**src/rtl/dbg_pkg.sv**
```systemverilog
`default_nettype none
// +--------------------------------------------------------------------------+
// | dbg_pkg: shared encodings for the debug run-control unit                 |
// | Revision: 1.0                                                            |
// +--------------------------------------------------------------------------+
package dbg_pkg;

    localparam int NUM_BP_DEF = 4;
    localparam int CNT_W_DEF  = 32;

    localparam logic [2:0] c_cmd_nop     = 3'd0;
    localparam logic [2:0] c_cmd_halt    = 3'd1;
    localparam logic [2:0] c_cmd_run     = 3'd2;
    localparam logic [2:0] c_cmd_step    = 3'd3;
    localparam logic [2:0] c_cmd_set_bp  = 3'd4;
    localparam logic [2:0] c_cmd_clr_bp  = 3'd5;
    localparam logic [2:0] c_cmd_clr_cnt = 3'd6;

    localparam logic [1:0] c_cause_none = 2'd0;
    localparam logic [1:0] c_cause_halt = 2'd1;
    localparam logic [1:0] c_cause_bp   = 2'd2;
    localparam logic [1:0] c_cause_step = 2'd3;

    typedef enum logic [1:0] {
        ST_RUN     = 2'd0,
        ST_HALTING = 2'd1,
        ST_HALTED  = 2'd2,
        ST_STEP    = 2'd3
    } state_e;

endpackage
`default_nettype wire

```
**src/rtl/dbg_bp_match.sv**
```systemverilog
`default_nettype none
// +--------------------------------------------------------------------------+
// | dbg_bp_match: breakpoint register file, parallel EIP compare, priority   |
// | encoder (lowest matching index wins). Revision: 1.0                      |
// +--------------------------------------------------------------------------+
module dbg_bp_match
    import dbg_pkg::*;
#(
    parameter int NUM_BP = NUM_BP_DEF
) (
    input  logic        clk,
    input  logic        rst_n,
    input  logic        set_en,
    input  logic        clr_en,
    input  logic [1:0]  idx,
    input  logic [31:0] set_addr,
    input  logic [31:0] eip,
    output logic        hit,
    output logic [1:0]  hit_idx
);

    logic [31:0]       bp_addr_q [NUM_BP];
    logic [31:0]       bp_addr_d [NUM_BP];
    logic [NUM_BP-1:0] bp_valid_q;
    logic [NUM_BP-1:0] bp_valid_d;

    always_comb begin
        bp_addr_d  = bp_addr_q;
        bp_valid_d = bp_valid_q;
        if (set_en) begin
            bp_addr_d[idx]  = set_addr;
            bp_valid_d[idx] = 1'b1;
        end
        if (clr_en) begin
            bp_valid_d[idx] = 1'b0;
        end
    end

    always_ff @(posedge clk or negedge rst_n) begin
        if (!rst_n) begin
            bp_valid_q <= '0;
            for (int i = 0; i < NUM_BP; i++) begin
                bp_addr_q[i] <= '0;
            end
        end else begin
            bp_valid_q <= bp_valid_d;
            bp_addr_q  <= bp_addr_d;
        end
    end

    // Scan downward so the lowest matching entry is the one left standing.
    always_comb begin
        hit     = 1'b0;
        hit_idx = 2'd0;
        for (int i = NUM_BP - 1; i >= 0; i--) begin
            if (bp_valid_q[i] && (bp_addr_q[i] == eip)) begin
                hit     = 1'b1;
                hit_idx = 2'(i);
            end
        end
    end

endmodule
`default_nettype wire

```
**src/rtl/dbg_run_ctrl.sv**
```systemverilog
`default_nettype none
// +--------------------------------------------------------------------------+
// | dbg_run_ctrl: debug run control - halt/run/step FSM, breakpoint halts,   |
// | fetch freeze and retired-instruction counter. Revision: 1.0              |
// +--------------------------------------------------------------------------+
module dbg_run_ctrl
    import dbg_pkg::*;
#(
    parameter int NUM_BP = NUM_BP_DEF,
    parameter int CNT_W  = CNT_W_DEF
) (
    input  logic             CLK,
    input  logic             RST_N,
    input  logic             F2D_v,
    input  logic             D2F_stall,
    input  logic             E2W_v,
    input  logic             W2E_stall,
    input  logic [31:0]      E2W_current_eip,
    input  logic             pipe_empty,
    input  logic             cmd_valid,
    output logic             cmd_ready,
    input  logic [2:0]       cmd_op,
    input  logic [1:0]       cmd_idx,
    input  logic [31:0]      cmd_data,
    output logic             dbg_freeze,
    output logic             dbg_halted,
    output logic [1:0]       halt_cause,
    output logic [1:0]       bp_hit_idx,
    output logic [CNT_W-1:0] retire_count
);

    state_e           state_q, state_d;
    logic             freeze_q, freeze_d;
    logic             halted_q, halted_d;
    logic             ready_q, ready_d;
    logic [1:0]       cause_q, cause_d;
    logic [1:0]       hit_idx_q, hit_idx_d;
    logic             skip_bp_q, skip_bp_d;
    logic [CNT_W-1:0] count_q, count_d;

    logic       w_retire;
    logic       w_fetch_fire;
    logic       w_accept;
    logic       w_bp_hit;
    logic [1:0] w_bp_idx;
    logic       w_leave_halted;

    assign w_retire     = E2W_v && !W2E_stall;
    assign w_fetch_fire = F2D_v && !D2F_stall;
    assign w_accept     = cmd_valid && ready_q;

    dbg_bp_match #(
        .NUM_BP (NUM_BP)
    ) u_bp_match (
        .clk      (CLK),
        .rst_n    (RST_N),
        .set_en   (w_accept && (cmd_op == c_cmd_set_bp)),
        .clr_en   (w_accept && (cmd_op == c_cmd_clr_bp)),
        .idx      (cmd_idx),
        .set_addr (cmd_data),
        .eip      (E2W_current_eip),
        .hit      (w_bp_hit),
        .hit_idx  (w_bp_idx)
    );

    always_comb begin
        state_d        = state_q;
        cause_d        = cause_q;
        hit_idx_d      = hit_idx_q;
        w_leave_halted = 1'b0;

        case (state_q)
            ST_RUN: begin
                // A breakpoint outranks a HALT command landing in the same cycle.
                if (w_retire && !skip_bp_q && w_bp_hit) begin
                    state_d   = ST_HALTING;
                    cause_d   = c_cause_bp;
                    hit_idx_d = w_bp_idx;
                end else if (w_accept && (cmd_op == c_cmd_halt)) begin
                    state_d = ST_HALTING;
                    cause_d = c_cause_halt;
                end
            end
            ST_HALTING: begin
                if (pipe_empty) begin
                    state_d = ST_HALTED;
                end
            end
            ST_HALTED: begin
                if (w_accept && (cmd_op == c_cmd_run)) begin
                    state_d        = ST_RUN;
                    cause_d        = c_cause_none;
                    w_leave_halted = 1'b1;
                end else if (w_accept && (cmd_op == c_cmd_step)) begin
                    state_d        = ST_STEP;
                    cause_d        = c_cause_none;
                    w_leave_halted = 1'b1;
                end
            end
            ST_STEP: begin
                if (w_fetch_fire) begin
                    state_d = ST_HALTING;
                    cause_d = c_cause_step;
                end
            end
            default: begin
                state_d = ST_HALTED;
            end
        endcase

        freeze_d = (state_d == ST_HALTING) || (state_d == ST_HALTED);
        halted_d = (state_d == ST_HALTED);
        ready_d  = (state_d == ST_RUN) || (state_d == ST_HALTED);

        // Resuming from a breakpoint EIP must not re-trigger on that same EIP.
        if (w_leave_halted) begin
            skip_bp_d = 1'b1;
        end else if (w_retire) begin
            skip_bp_d = 1'b0;
        end else begin
            skip_bp_d = skip_bp_q;
        end

        if (w_accept && (cmd_op == c_cmd_clr_cnt)) begin
            count_d = '0;
        end else if (w_retire) begin
            count_d = count_q + CNT_W'(1);
        end else begin
            count_d = count_q;
        end
    end

    always_ff @(posedge CLK or negedge RST_N) begin
        if (!RST_N) begin
            state_q   <= ST_HALTED;
            freeze_q  <= 1'b1;
            halted_q  <= 1'b1;
            ready_q   <= 1'b1;
            cause_q   <= c_cause_none;
            hit_idx_q <= 2'd0;
            skip_bp_q <= 1'b0;
            count_q   <= '0;
        end else begin
            state_q   <= state_d;
            freeze_q  <= freeze_d;
            halted_q  <= halted_d;
            ready_q   <= ready_d;
            cause_q   <= cause_d;
            hit_idx_q <= hit_idx_d;
            skip_bp_q <= skip_bp_d;
            count_q   <= count_d;
        end
    end

    assign cmd_ready    = ready_q;
    assign dbg_freeze   = freeze_q;
    assign dbg_halted   = halted_q;
    assign halt_cause   = cause_q;
    assign bp_hit_idx   = hit_idx_q;
    assign retire_count = count_q;

endmodule
`default_nettype wire
```
**config.mk**
```make
export PLATFORM = sky130hd
export DESIGN_NAME = dbg_run_ctrl
export DESIGN_NICKNAME = d
export VERILOG_FILES = /design/src/rtl/dbg_pkg.sv /design/src/rtl/dbg_bp_match.sv /design/src/rtl/dbg_run_ctrl.sv
export SDC_FILE = /design/constraint.sdc
export NUM_CORES = 1
export LEC_CHECK = 0
export ABC_CLOCK_PERIOD_IN_PS = 4800
export CAP_MARGIN = 30
export CORE_MARGIN = 2
export CORE_UTILIZATION = 50
export CTS_CLUSTER_SIZE = 40
export DETAILED_ROUTE_END_ITERATION = 7
export DONT_BUFFER_PORTS = 1
export PLACE_DENSITY_LB_ADDON = 0.2
export SYNTH_ARGS = -nofsm -noshare
export SYNTH_HDL_FRONTEND = slang
export SYNTH_HIERARCHICAL = 1
export SYNTH_SLANG_ARGS = --single-unit
```
**constraint.sdc**
```tcl
create_clock -name CLK -period 4.8 [get_ports CLK]
set_clock_uncertainty 0.15 [all_clocks]
set_input_delay 0.96 -clock CLK [delete_from_list [all_inputs] [get_ports CLK]]
set_output_delay 0.96 -clock CLK [all_outputs]
set_load 0.02 [all_outputs]
```
==> summary.md, run 1 <==
| Metric | Value |
|---|---|
| Status | `finished, final reports clean` |
| Switching Share | `28.6%` |
| Net Sw Power | `1.27 mW` |
| Final slew viol count | `0` |
| Worst-path fanout max | `4` |
| Bufs on Longest Clock Path | `2` |
| Post-Route Setup TNS | `0 ns` |
| Inserted Diodes | `0` |
| Crit path launch | `E2W_current_eip[4]` |
| Commonest cells after routing, fill and taps aside | `170 x dfrtp_1, 119 x mux2_1, 92 x xnor2_1` |
| Max H-tree Level | `4` |
| RSZ-0062 raised after global routing | `no` |
| Power Internal | `about 3.2 mW` |
| CP Class | `in2reg` |
| Clock root buffer | `clkbuf_16` |
| Total Routed Length | `between 20000 and 25000 um` |
| Clock transition at the registers of the reported paths | `0.07 ns` |
| Post-Synthesis Net Count | `792` |
| Post-synth EDFFs | `0` |
| Chip Height | `between 100 and 150 um` |
| Worst Tran Pin Value | `0.771 ns` |
| WP data required | `about 5.0 ns` |
| Worst R2R End | `halt_cause[0]$_DFFE_PN0P_` |
| Critical path buffers and inverters | `0` |
| Worst R2R Path Depth | `10` |
| Non-Filler Instances | `roughly 940` |
| Endpoint class of the critical path | `register` |
| Cell count after placement | `913` |
| Number of library cell types mapped by synthesis | `52` |
| Setup slack, reg-to-reg | `1.59 ns` |
| Port Buffers | `0` |
| PwrDens | `470 nW/um^2` |
| Syn avg cell area | `12.1 um^2` |
| Slew HR | `between 40% and 50%` |
| Hold WC Path Type | `in2async` |
| Static Leak | `4.13 nW` |
| Worst VDD drop | `0.000271 V` |
| Logic pwr share | `18.1%` |
| Initial antenna violation count | `0` |
| GRT Residual Overflow | `0` |
| WL/cell | `21.4 um` |
| Cts bufs inserted | `17` |
| Worst Setup EP | `halt_cause[0]$_DFFE_PN0P_` |
| Post_cts resized | `0` |
| CTS sink cnt | `roughly 170` |
| Setup bufs post-CTS | `0` |
| Post-synthesis cell count | `713` |
| Most used DFF post-synth | `dfrtp_1` |
| Fin nets | `786` |
| Worst path max stage delay | `~0.48 ns` |
| Yosys warning total | `6` |
| First-pass detailed-route iteration total | `4` |
| FP Rows | `48` |
| DRT iter0 DRCs | `around 230` |
| Area Overhead vs Synth | `9.38%` |
| Dpl hpwl | `14400 um` |
| First-pass GRT wire length | `31900 um` |
| Post-synthesis sequential area ratio | `50.3%` |
| FF+latch count, synth | `174` |
| Number of max-cap violations | `0` |
| Post-synth ARST share | `100%` |
| Crit. path cell count | `10` |
| GRT Total Usage | `22.9%` |
| Core ar. | `17100 um^2` |
| GPL Wtd Cong | `around 0.81` |
| Largest net degree at the start of global routing | `around 180` |
| Sequential power share | `49.5%` |
| Die area | `approximately 18000 um^2` |
| Hold buffers post-CTS | `0` |
| Residual DRC count | `0` |
| # setup viols final | `0` |
| Clock Latency Late Sink | `0.42 ns` |
| Slowest stage cell, crit path | `nor4_1` |
| CTS tree | `built` |
| Reg-to-reg critical path startpoint | `u_bp_match/bp_addr_q[121]$_DFFE_PN0P_` |
| Chip width | `between 100 and 150 um` |
| Final min period | `3.35 ns` |
| Post-route antenna net violation count | `0` |
| Fill cells | `1494` |
| Initial Util | `50.6%` |
| Number of global-route vias before repair | `5877` |
| Hold Fails Final Rpt | `0` |
| Fmax | `between 200 and 300 MHz` |
| I/O pins | `116` |
| Period utilization | `69.9%` |
| Startpoint class of the critical path | `input port` |
| Worst EP arrival | `3.51 ns` |
| Most common cell after layout, fill and taps aside | `dfrtp_1` |
| Critical Path, Cell by Cell | `xor2_1, nor4_1, nand4_1, nor4_2, nand2b_1, nand3b_1, nor4bb_1, a31oi_1, o311a_1, mux2_2` |
| Cell Area, Synth | `8660 um^2` |
| Clock power share | `between 30% and 40%` |
| Share of cells above drive strength 1 | `9.47%` |
| Family with the most delay on the worst path | `simple AND/OR/NAND/NOR gates` |
| Avg Vias per Cell | `5.81` |
| Vias post-DR | `5480` |
[worst min-delay path by stage]
stage / startpoint / endpoint / slack, ns
after floorplan: skip_bp_q$_DFFE_PN0P_ / skip_bp_q$_DFFE_PN0P_ / 0.30
after global placement: skip_bp_q$_DFFE_PN0P_ / skip_bp_q$_DFFE_PN0P_ / 0.32
after detailed placement: skip_bp_q$_DFFE_PN0P_ / skip_bp_q$_DFFE_PN0P_ / 0.33
after CTS: RST_N / retire_count[3]$_DFFE_PN0P_ / 0.07
after global routing: RST_N / retire_count[3]$_DFFE_PN0P_ / 0.06
final: RST_N / retire_count[3]$_DFFE_PN0P_ / 0.09
[layout make-up]
cell class,instances,area (um^2),share of cell area (%)
Clock buffer,19,443,4.68
Clock inverter,11,168,1.77
Inverter,14,52.6,0.555
Multi-Input combinational cell,495,4130,43.6
Sequential cell,174,4360,46.0
Tap cell,225,282,2.97
Timing Repair Buffer,5,37.5,0.396
[synthesized netlist by cell type, drive strengths merged, types with 2 or more instances]
master   instances  area share (%)
nand2           32             1.4
nor3b            2            0.23
clkbuf          14            0.61
nand3           15            0.92
buf             16             1.0
nor2            13            0.56
o31ai           10            0.87
xor2            43             4.3
a2111oi          4            0.48
nand3b           2            0.17
or3              7            0.55
a21oi           16            0.92
a32oi            2            0.20
o21ai            4            0.23
mux2           132              17
dfstp            4             1.2
nor2b            4            0.29
or4              9            0.78
and2             2            0.14
dfrtp          170              49
inv             14            0.61
nand4           28             2.2
or2              3            0.22
and4             3            0.30
nor4            20             1.5
ha               2            0.29
and3             3            0.22
xnor2           92             9.3
nand2b          14             1.0
mux2i           11             1.3
nor3             9            0.52
o21a             2            0.17
[per-stage QoR]
step | hold slack [ns] | setup slack [ns] | power, mW | util (%) | area, um^2
floorplan | 0.297 | 1.52 | 2.79 | - | 8660
global placement | 0.320 | 0.964 | 2.98 | 51.8 | 8860
detailed placement | 0.328 | 0.917 | 3.03 | 51.8 | 8860
CTS | 0.0683 | 1.37 | 4.48 | 55.3 | 9470
global route | 0.0579 | 1.25 | 4.67 | 55.3 | 9470
finish | 0.0879 | 1.45 | 4.45 | 55.3 | 9470
[power groups by stage]
| stage | clock network, mW | registers [mW] | logic [mW] |
|---|---|---|---|
| after floorplan | 0 | 2.14 | 0.650 |
| after global placement | 0 | 2.20 | 0.779 |
| after detailed placement | 0 | 2.23 | 0.805 |
| after CTS | 1.47 | 2.20 | 0.814 |
| after global routing | 1.53 | 2.25 | 0.888 |
| final | 1.44 | 2.20 | 0.804 |
[flip-flops by register name, summed over array words and instances (netlist names)]
name / cells
u_bp_match/bp_valid_q: 4
retire_count: 32
dbg_freeze: 1
skip_bp_q: 1
dbg_halted: 1
bp_hit_idx: 2
cmd_ready: 1
halt_cause: 2
u_bp_match/bp_addr_q: 128
state_q: 2
[cell families (layout without fill, tap and decap cells)]
| group | Yosys count | in the layout | share of synthesized area [%] |
|---|---|---|---|
| AND/OR/NAND/NOR | 171 | 171 | 11.6 |
| multiplexers | 143 | 143 | 18.4 |
| adder cells (fa/ha/maj) | 2 | 2 | 0.289 |
| buffers and inverters | 44 | 49 | 2.21 |
| XOR/XNOR | 135 | 135 | 13.7 |
| AO/OA/AOI/OAI | 44 | 44 | 3.47 |
| flip-flops | 174 | 174 | 50.3 |
[routing by layer]
layer  up-vias  track usage [%]  wire length, um
met5         -                0                0
met4         0             9.49              545
met3        32             6.17             1220
met2       147             38.4             9960
met1      2787             28.0             8490
li1       2514                -                -
[worst reg2reg max path, delay by kind of cell, from the launching register on]
| family | cells | cell delay [ns] |
|---|---|---|
| XOR/XNOR | 1 | 0.15 |
| AO/OA/AOI/OAI | 2 | 0.44 |
| AND/OR/NAND/NOR | 6 | 1.68 |
| flip-flops | 1 | 0.39 |
| multiplexers | 1 | 0.28 |
No activity file was read; power rests on OpenSTA's default activity.
==> inputs of run 2 (changes only) <==
--- a/config.mk
+++ b/config.mk
@@ -5,7 +5,7 @@
 export SDC_FILE = /design/constraint.sdc
 export NUM_CORES = 1
 export LEC_CHECK = 0
-export ABC_CLOCK_PERIOD_IN_PS = 4800
+export ABC_CLOCK_PERIOD_IN_PS = 3400
 export CAP_MARGIN = 30
 export CORE_MARGIN = 2
 export CORE_UTILIZATION = 50
==> constraint.sdc (replaced) <==
create_clock -name CLK -period 3.4 [get_ports CLK]
set_clock_uncertainty 0.15 [all_clocks]
set_input_delay 0.68 -clock CLK [delete_from_list [all_inputs] [get_ports CLK]]
set_output_delay 0.68 -clock CLK [all_outputs]
set_load 0.02 [all_outputs]
==> run 2 against run 1 <==
  * The run now ends with negative hold slack left
  * Utilization up 0.35 points
  * Total power increased by 40%
  * Critical path depth up 2
  * Via count up 0.97%
  * Global-route usage down 0.37 points
  * Wire length is 1.3% lower
  * Clock-buffer cell count decreased by 2
  * Largest power group unchanged
  * Die area unchanged
  * Sequential power increased by 41%
  * Non-clock buffer count grew 8
  * Critical path type is now reg2reg
  * Clock power grew 40%
==> summary.md, run 2 (synthesis gave the netlist of run 1 again) <==
| Metric | Value |
|---|---|
| Initial antenna violation count | `0` |
| WL/cell | `20.9 um` |
| CP Class | `reg2reg` |
| Status | `finished, violations left` |
| Clock transition at the registers of the reported paths | `about 0.070 ns` |
| I/O pins | `116` |
| Initial Util | `approximately half` |
| Worst Slack Setup Final | `0.273 ns` |
| Cts bufs inserted | `17` |
| Non-Filler Instances | `between 900 and 1000` |
| GRT Residual Overflow | `0` |
| Clock root buffer | `clkbuf_16` |
| Residual DRC count | `0` |
| Worst Tran Pin Value | `0.815 ns` |
| WP data required | `3.55 ns` |
| Die area | `18400 um^2` |
| # setup viols final | `0` |
| First-pass GRT wire length | `31500 um` |
| Static Leak | `about 4.2 nW` |
| CTS sink cnt | `174` |
| Worst EP arrival | `approximately 3.3 ns` |
| Fin nets | `794` |
| Share of cells above drive strength 1 | `between 10% and 20%` |
| Total Routed Length | `20000 um` |
| Largest net degree at the start of global routing | `175` |
| Post-layout util | `55.7%` |
| Commonest cells after routing, fill and taps aside | `170 x dfrtp_1, 119 x mux2_1, 92 x xnor2_1` |
| Final slew viol count | `0` |
| Max FFs per register | `~130` |
| Endpoint class of the critical path | `register` |
| Clock Latency Late Sink | `0.42 ns` |
| Hold Fails Final Rpt | `174` |
| Startpoint class of the critical path | `register` |
| Hold_ws | `-0.191 ns` |
| PwrDens | `about 660 nW/um^2` |
| Chip width | `136 um` |
| Overall power | `about 6.2 mW` |
| Period utilization | `92.0%` |
| Slew HR | `45.7%` |
| Port Buffers | `0` |
| RSZ-0062 raised after global routing | `no` |
| FP Rows | `48` |
| Inserted Diodes | `0` |
| DRT iter0 DRCs | `239` |
| Worst VDD drop | `0.000391 V` |
| Final min period | `3.13 ns` |
| Avg Vias per Cell | `~5.8` |
| Worst-path fanout max | `2` |
| Number of global-route vias before repair | `about 6000` |
| Most common cell after layout, fill and taps aside | `dfrtp_1` |
| Core ar. | `17100 um^2` |
| GPL Wtd Cong | `0.815` |
| Dpl hpwl | `approximately 14000 um` |
| Bufs on Longest Clock Path | `2` |
| Final Cell Area | `9530 um^2` |
| Number of max-cap violations | `0` |
| Vias post-DR | `~5500` |
| First-pass detailed-route iteration total | `5` |
| Failing checks | `negative hold slack` |
| Dpl ws | `-0.0434 ns` |
| Fmax | `roughly 320 MHz` |
| GRT Total Usage | `22.6%` |
| CTS tree | `built` |
| Area Overhead vs Synth | `10.1%` |
| Hold WC Path Type | `in2async` |
| Post-route antenna net violation count | `0` |
| Largest reg by FF count | `u_bp_match/bp_addr_q` |
| Max H-tree Level | `4` |
| Chip Height | `136 um` |
| Post-Route Setup TNS | `0 ns` |
| Placed cell area | `8920 um^2` |
| Cell count after placement | `921` |
run 2: worst max-delay path, stage by stage (launching register included):
cell and delay, ns:
dfrtp_1 0.39, xor2_1 0.14, nor4_1 0.45, buf_4 0.19, nand3_1 0.14, nor4_2 0.21, nand2b_1 0.15, nand3b_1 0.11
nor4bb_1 0.28, buf_4 0.16, a31oi_1 0.04, o311a_1 0.32, mux2_2 0.28
run 2: worst paths after layout:
check / startpoint / to / slack [ns] / cells after the start
hold reg to reg: skip_bp_q$_DFFE_PN0P_ / skip_bp_q$_DFFE_PN0P_ / 0.33 / 2
hold / removal: RST_N / halt_cause[0]$_DFFE_PN0P_ / -0.19 / 0
max in group asynchronous: RST_N / u_bp_match/bp_addr_q[72]$_DFFE_PN0P_ / 3.06 / 0
setup reg to reg: u_bp_match/bp_addr_q[116]$_DFFE_PN0P_ / halt_cause[0]$_DFFE_PN0P_ / 0.27 / 12
setup / recovery: u_bp_match/bp_addr_q[116]$_DFFE_PN0P_ / halt_cause[0]$_DFFE_PN0P_ / 0.27 / 12
min in group CLK: cmd_idx[1] / u_bp_match/bp_valid_q[2]$_DFF_PN0_ / 0.23 / 1
run 2: layer usage:
layer | share of wire [%] | GRT usage, %
met2 | 50 | 38.4
met1 | 41 | 27.2
met5 | 0 | 0
met4 | 1.9 | 7.35
met3 | 6.4 | 7.26
run 2: cell type report:
cell class	count	area, um^2
Inverter	14	52.6
Clock inverter	15	185
Multi-Input combinational cell	495	4130
Clock buffer	17	425
Sequential cell	174	4360
Fill cell	1468	7580
Tap cell	225	282
Timing Repair Buffer	13	97.6
run 2: report_power, final:
| part | total, mW | switching, mW | internal, mW |
|---|---|---|---|
| Clock | 2.01 | 0.838 | 1.17 |
| Combinational | 1.14 | 0.497 | 0.638 |
| Sequential | 3.11 | 0.492 | 2.61 |
run 2: what timing repair did:
action	4_1_cts	5_1_grt
gates resized for setup	0	0
endpoints found under the hold margin	174	174
buffers inserted	0	0
==> inputs of run 3 (changes only) <==
--- a/config.mk
+++ b/config.mk
@@ -9,6 +9,7 @@
 export CAP_MARGIN = 30
 export CORE_MARGIN = 2
 export CORE_UTILIZATION = 50
+export CTS_CLUSTER_DIAMETER = 40
 export CTS_CLUSTER_SIZE = 40
 export DETAILED_ROUTE_END_ITERATION = 7
 export DONT_BUFFER_PORTS = 1
==> results of run 3 <==
The final DEF is identical to that of run 2; final timing and power are the same.
